<file path="src/rtl/seq_adder.sv">
// seq_adder: multi-cycle adder/subtractor.
// A WIDTH-bit add or subtract is processed CHUNK bits per clock over
// N = WIDTH/CHUNK cycles. The block uses a start/busy/done handshake and
// produces carry, signed-overflow and zero flags.
//
// Parameters
//   WIDTH  operand/result width (>= 2)
//   CHUNK  bits processed per cycle, must divide WIDTH
// Ports
//   clk    rising-edge clock
//   reset  asynchronous, active-high reset
//   start  request, sampled only while busy = 0
//   sub    0: a + b, 1: a - b (sampled with start)
//   a, b   operands (sampled with start)
//   busy   operation in progress (N cycles)
//   done   one-cycle pulse after the result and flags update
//   y      result, held until the next completion
//   cout   carry out of the MSB (for sub: 1 = no borrow)
//   ovf    two's-complement overflow
//   zero   y == 0
module seq_adder #(
  parameter int WIDTH = 8,
  parameter int CHUNK = 2
) (
  input  logic             clk,
  input  logic             reset,
  input  logic             start,
  input  logic             sub,
  input  logic [WIDTH-1:0] a,
  input  logic [WIDTH-1:0] b,
  output logic             busy,
  output logic             done,
  output logic [WIDTH-1:0] y,
  output logic             cout,
  output logic             ovf,
  output logic             zero
);

  localparam int N  = WIDTH / CHUNK;
  localparam int KW = (N > 1) ? $clog2(N) : 1;

  typedef enum logic {
    IDLE = 1'b0,
    RUN  = 1'b1
  } state_t;

  state_t           state;
  logic [WIDTH-1:0] opa;
  logic [WIDTH-1:0] opb;
  logic [WIDTH-1:0] partial;
  logic             carry;
  logic [KW-1:0]    k;

  int               base;
  logic [CHUNK-1:0] a_chunk;
  logic [CHUNK-1:0] b_chunk;
  logic [CHUNK:0]   chunk_sum;
  logic             carry_msb;
  logic             last;
  logic [WIDTH-1:0] result;

  // Chunk adder for the current index plus the full result as it would look
  // once this chunk is merged in (used only on the final chunk).
  always_comb begin
    base      = int'(k) * CHUNK;
    a_chunk   = opa[base +: CHUNK];
    b_chunk   = opb[base +: CHUNK];
    chunk_sum = {1'b0, a_chunk} + {1'b0, b_chunk} + {{CHUNK{1'b0}}, carry};
    // Sum bit = a ^ b ^ carry_in, so the carry into the top bit of the chunk
    // is recovered without a separate narrower adder.
    carry_msb = chunk_sum[CHUNK-1] ^ a_chunk[CHUNK-1] ^ b_chunk[CHUNK-1];
    last      = (k == KW'(N - 1));
    result    = partial;
    result[base +: CHUNK] = chunk_sum[CHUNK-1:0];
  end

  // Control FSM and datapath registers; outputs only move at completion.
  always_ff @(posedge clk or posedge reset) begin
    if (reset) begin
      state   <= IDLE;
      opa     <= {WIDTH{1'b0}};
      opb     <= {WIDTH{1'b0}};
      partial <= {WIDTH{1'b0}};
      carry   <= 1'b0;
      k       <= {KW{1'b0}};
      busy    <= 1'b0;
      done    <= 1'b0;
      y       <= {WIDTH{1'b0}};
      cout    <= 1'b0;
      ovf     <= 1'b0;
      zero    <= 1'b0;
    end else begin
      case (state)
        IDLE: begin
          done <= 1'b0;
          if (start) begin
            opa     <= a;
            // Subtraction as a + ~b + 1: invert b and seed the carry with 1.
            opb     <= b ^ {WIDTH{sub}};
            carry   <= sub;
            partial <= {WIDTH{1'b0}};
            k       <= {KW{1'b0}};
            busy    <= 1'b1;
            state   <= RUN;
          end
        end
        RUN: begin
          partial[base +: CHUNK] <= chunk_sum[CHUNK-1:0];
          carry                  <= chunk_sum[CHUNK];
          if (last) begin
            y     <= result;
            cout  <= chunk_sum[CHUNK];
            ovf   <= carry_msb ^ chunk_sum[CHUNK];
            zero  <= (result == {WIDTH{1'b0}});
            done  <= 1'b1;
            busy  <= 1'b0;
            k     <= {KW{1'b0}};
            state <= IDLE;
          end else begin
            k    <= k + KW'(1);
            done <= 1'b0;
          end
        end
        default: begin
          state <= IDLE;
          busy  <= 1'b0;
          done  <= 1'b0;
        end
      endcase
    end
  end

endmodule

</file>
<file path="config.mk">
export PLATFORM = sky130hd
export DESIGN_NAME = seq_adder
export DESIGN_NICKNAME = d
export VERILOG_FILES = /design/src/rtl/seq_adder.sv
export SDC_FILE = /design/constraint.sdc
export NUM_CORES = 1
export LEC_CHECK = 0
export BUFFER_PORTS_ARGS = -buffer_cell sky130_fd_sc_hd__buf_2
export CORE_MARGIN = 3
export CORE_UTILIZATION = 45
export DETAILED_ROUTE_END_ITERATION = 8
export PLACE_DENSITY = 0.63
export SKIP_LAST_GASP = 1
export SYNTH_ARGS = -nofsm -noshare
export SYNTH_HDL_FRONTEND = slang
export SYNTH_SLANG_ARGS = --single-unit
export TNS_END_PERCENT = 30
</file>
<file path="constraint.sdc">
create_clock -name clk -period 3.1 [get_ports clk]
set_input_delay 0.465 -clock clk [delete_from_list [all_inputs] [get_ports clk]]
set_output_delay 0.465 -clock clk [all_outputs]
set_load 0.05 [all_outputs]
</file>
==> impl_results.md, run 1 <==
* Critical path arrival at 2840 ps
* DRT Wirelength at 3.82 mm
* Post-Syn Area at around 0.0021 sq mm
* Initial antenna violation count at 0
* Clk_skew at around 5 ps
* Fillers at 369
* DRT Pass-1 Iters at 4
* Clk_lat worst skew at ~290 ps
* HP Class: in -> async
* EDFF count, synth at 0
* Synth Net Count at around 210
* CTS tree: yes
* Cells after Synth at around 180
* FP Rows at 23
* Die height at ~74 um
* Slowest cell on the critical path: mux4_2
* Tmin final at between 2000 and 3000 ps
* Max FO, Critical Path at 4
* Max-slew violations at 0
* Worst-path clk slew at ~70 ps
* Yosys reg bits at slightly above 40
* Via/cell ratio at between 5 and 6
* RSZ-0062 raised after global routing: no
* Post-synthesis sequential area ratio at 0.500
* I/O pin total at 33
* HPWL after DPL at between 2 and 3 mm
* Max clock buf depth at 2
* Wire length per cell at about 14 um
* Core Footprint at approximately 0.0042 sq mm
* DIE WIDTH at 73.5 um
* CTS resizes at 0
* Setup bufs post-CTS at 0
* Nets@finish at ~240
* Final ANT Viol Nets at 0
* Max Fclk at between 300 and 400 MHz
* Yosys cell types at 29
* Routability cong. at 0.789
* Final hold vios at 0
* Vias in the first global route at between 1,000 and 1,500
* Crit end category: flip-flop
* Layout area overhead at 14.0%
* Mean Syn Cell Area at between 10 and 15 sq um
* Post-synth ARST share at 1.00
* Setup CP Type: reg -> reg
* Initial Utilization at 0.488
* Largest net degree at the start of global routing at 42
* IO buf count at 32
* CTS Sinks at just over 40
* Layout cells sized above 1 at 0.260
* First-pass GRT wire length at between 6 and 7 mm
* Status: finished clean
* Gr ovfl total at 0
* Yosys synthesis warning count at 0
* Root Driver: clkbuf_8
* WP data required at approximately 3300 ps
* Critical Path Max Stage Delay at between 500 and 600 ps
* CP Cell Sequence: mux4_2 -> fa_1 -> inv_1 -> fa_1 -> xnor2_1 -> xnor2_2 -> xnor2_1 -> a21oi_1
* Full die area at 0.00541 sq mm
* Hold Buf Count CTS at 0
* H-tree depth at 2
* Slew @ Worst Pin at 726 ps
* MaxCap Viol Count at 0
* Initial DRC Count at around 120
* Final setup viols at 0
* Setup TNS at 0 ps
* Global-route usage over all layers at 0.161
* CTS buffer count at 5
* Ys flop type: dfrtp_1
* Final hold slack at approximately 280 ps
* Startpoint Class: flip-flop
* Via count at around 1,400
* Fin util at 0.557
* Fin crit share at 0.863
* DRC Markers at 0
* Inserted Diodes at 0
* Rel. slew slack at 0.516
[area by class of cell]
type | count | area, sq um | share of cell area
flip-flops and latches | 41 | 1030 | 0.439
well taps | 50 | 62.6 | 0.0267
multi-input cells | 122 | 941 | 0.402
repair buffers | 36 | 190 | 0.0813
inverters | 9 | 33.8 | 0.0144
clock buffers | 7 | 86.3 | 0.0369
[metrics by stage]
stage	cell area (sq um)	worst slack (ps)	cells
final	2340	424	265
after global routing	2340	248	265
after CTS	2340	408	265
after detailed placement	2250	418	258
after global placement	2250	484	258
after floorplan	2050	340	183
[per-layer routing]
metal  share of wire  track usage
met2            0.51        0.279
met3           0.039       0.0328
met5               0            0
met1            0.44        0.201
met4           0.010       0.0483
[worst max-delay path: cells and delay by family, from the launching register on]
kind | cells | cell delay, ps
flops | 1 | 440
mux | 1 | 540
fa+ha+maj | 2 | 850
xor+xnor | 3 | 570
buf+inv | 1 | 80
compound gates | 1 | 80
[Yosys cell counts (2+ instances only)]
| library cell | number | area share |
|---|---|---|
| dfrtp_1 | 41 | 0.50 |
| nor2_1 | 14 | 0.026 |
| nor2b_1 | 12 | 0.037 |
| a21oi_1 | 11 | 0.027 |
| nand2_1 | 11 | 0.020 |
| mux2_2 | 10 | 0.055 |
| o21ai_0 | 10 | 0.024 |
| xnor2_1 | 10 | 0.043 |
| inv_1 | 9 | 0.016 |
| nand2b_1 | 9 | 0.027 |
| mux2i_1 | 7 | 0.034 |
| ha_1 | 6 | 0.037 |
| buf_2 | 5 | 0.012 |
| clkbuf_1 | 5 | 0.0091 |
| a31oi_1 | 4 | 0.012 |
| a41oi_1 | 3 | 0.013 |
| mux4_2 | 3 | 0.033 |
| fa_1 | 2 | 0.020 |
[cells in the final DEF (no fill, tap or decap), types with 6 or more instances in the layout]
cell type  netlist  final
a21oi_1         11     11
buf_2            5     32
clkbuf_8         0      6
dfrtp_1         41     41
ha_1             6      6
inv_1            9      9
mux2_2          10     10
mux2i_1          7      7
nand2_1         11     11
nand2b_1         9      9
nor2_1          14     14
nor2b_1         12     12
o21ai_0         10     10
xnor2_1         10     10
[logic make-up after synthesis]
group | after synthesis | synth area share
AND/OR/NAND/NOR | 49 | 0.120
adder cells (fa/ha/maj) | 8 | 0.0561
XOR/XNOR | 11 | 0.0506
buffers and inverters | 20 | 0.0415
multiplexers | 21 | 0.135
flip-flops | 41 | 0.500
AO/OA/AOI/OAI | 33 | 0.0970
[state kept, by name (all words and copies together) (netlist names)]
| name | count |
|---|---|
| zero | 1 |
| opa | 8 |
| state | 1 |
| cout | 1 |
| k | 2 |
| done | 1 |
| y | 8 |
| carry | 1 |
| partial | 8 |
| opb | 8 |
| ovf | 1 |
| busy | 1 |
[worst paths after layout]
kind | startpoint | to | slack [ps] | depth (start not counted)
min | reset | done | 280 | 3
max reg2reg | k[0] | ovf | 420 | 8
max | k[0] | ovf | 420 | 8
min reg2reg | opb[2] | opb[2] | 490 | 2
min in group clk | a[2] | opa[2] | 410 | 2
max in group asynchronous | reset | state | 2460 | 3
Power of run 1 is left out: the tool's default activity adds up to more than one toggle a clock period on the data nets, which glitch-free logic cannot reach.
==> inputs of run 2 (changes only) <==
- CORE_UTILIZATION: 45 -> 31
- PLACE_DENSITY: 0.63 -> 0.46
==> impl_results.md, run 2 (synthesis results as in run 1) <==
* Status: finished clean
* Setup bufs post-CTS at 0 (unchanged)
* Fin crit share at 0.869 (+0.00554)
* HP Class: in -> async
* R2R depth at 8 (unchanged)
* Via count at 1,363 (-3.9%)
* Setup TNS at 0 ps (unchanged)
* Routability cong. at 0.748 (-5.2%)
* Root Driver: clkbuf_8
* Final hold vios at 0 (unchanged)
* IO buf count at 32 (unchanged)
* H-tree depth at 2 (unchanged)
* RR Endpoint: ovf
* Critical path arrival at 2850 ps (about the same)
* Initial antenna violation count at 0 (unchanged)
* Final setup viols at 0 (unchanged)
* Max FO, Critical Path at 4 (unchanged)
* CTS Sinks at 41 (unchanged)
* HPWL after DPL at 2.86 mm (+4.8%)
* Layout cells sized above 1 at 0.264 (+0.00342)
* Rel. slew slack at 0.540 (+0.0234)
* Largest net degree at the start of global routing at 42 (unchanged)
* I/O pin total at 33 (unchanged)
* Clk_skew at 6.82 ps (+1.77 ps)
* CTS resizes at 0 (unchanged)
* Vias in the first global route at 1,425 (-1.2%)
* Final ANT Viol Nets at 0 (unchanged)
* Worst-path clk slew at 80 ps (about the same)
* DRC Markers at 0 (unchanged)
* Global-route usage over all layers at 0.117 (-0.0432)
* Full die area at 0.00763 sq mm (+41%)
* Hold Buf Count CTS at 0 (unchanged)
* DRT Pass-1 Iters at 4 (unchanged)
* Commonest cells after routing, fill and taps aside: dfrtp_1 (41), buf_2 (32), nor2_1 (14)
* Startpoint Class: flip-flop
* Sequential cell area at 0.00103 sq mm (unchanged)
* Max clock buf depth at 2 (unchanged)
* CTS tree: yes
* Reg-to-reg slack, setup at 410 ps (-20 ps)
* Layout area overhead at 17.1%
* RSZ-0062 raised after global routing: no
* CTS buffer count at 5 (unchanged)
* DIE WIDTH at 87.4 um (+19%)
* Max Fclk at 371 MHz (-0.64%)
* Crit end category: flip-flop
* Nets@finish at 243 (unchanged)
* First-pass GRT wire length at 6.94 mm (+3.7%)
* Fillers at 656 (+78%)
* Max-slew violations at 0 (unchanged)
* Worst reg2reg startpoint: k[0]
* Wire length per cell at 14.0 um (-2.9%)
* Setup CP Type: reg -> reg
* Most common cell after layout, fill and taps aside: dfrtp_1
* Multi-input gate area at 941 sq um (unchanged)
* Clk_lat worst skew at 290 ps (about the same)
* Via/cell ratio at 4.65 (-13%)
* Slew @ Worst Pin at 691 ps (-35.1 ps)
* Core Footprint at 0.00639 sq mm (+52%)
* MaxCap Viol Count at 0 (unchanged)
* Gr ovfl total at 0 (unchanged)
* FP Rows at 29 (+26%)
* Final hold slack at 294 ps (+13.9 ps)
* WP data required at 3250 ps (-20 ps)
* Die height at 87.4 um (+19%)
* DRT Wirelength at 4.10 mm (+7.3%)
* Initial DRC Count at 60 (-48%)
* Inserted Diodes at 0 (unchanged)
* Initial Utilization at 0.321 (-0.167)
* Tmin final at 2690 ps (+17.2 ps)
==> run 2: final cells by class <==
class,count,share of cell area
sequential,41,0.427
inverter,9,0.0141
clock buffer,7,0.0359
multi-input combinational,122,0.391
timing repair buffer,36,0.0791
clock inverter,1,0.0125
tap,77,0.0401
==> run 2: how the worst max path moves through the flow <==
| stage | startpoint | cells after the start | endpoint |
|---|---|---|---|
| after CTS | k[0] | 8 | ovf |
| after global routing | k[0] | 8 | ovf |
| after detailed placement | k[0] | 8 | ovf |
| after floorplan | k[0] | 9 | ovf |
| final | k[0] | 8 | ovf |
| after global placement | k[0] | 8 | ovf |
==> run 2: critical path: stages, from the launching register on <==
cell     delay, ps
dfrtp_1        440
mux4_2         550
fa_1           400
inv_1           70
fa_1           460
xnor2_1        270
xnor2_2        150
xnor2_1        140
a21oi_1         80
==> run 2: through the flow <==
step / cell area [sq um] / utilization / worst slack, ps / instances
4_1_cts: 2400 / 0.376 / 371 / 293
3_3_place_gp: 2290 / 0.358 / 453 / 285
3_5_place_dp: 2290 / 0.358 / 386 / 285
6_report: 2400 / 0.376 / 407 / 293
5_1_grt: 2400 / 0.376 / 203 / 293
2_1_floorplan: 2050 / - / 340 / 183
==> run 2: routing by layer <==
layer | track usage | vias to the layer above | wire [um]
met3 | 0.0407 | 2 | 233
met1 | 0.159 | 639 | 2030
met4 | 0.0335 | 0 | 26
met5 | 0 | - | 0
li1 | - | 687 | -
met2 | 0.177 | 35 | 1810
Power of run 2 is left out for the same reason.
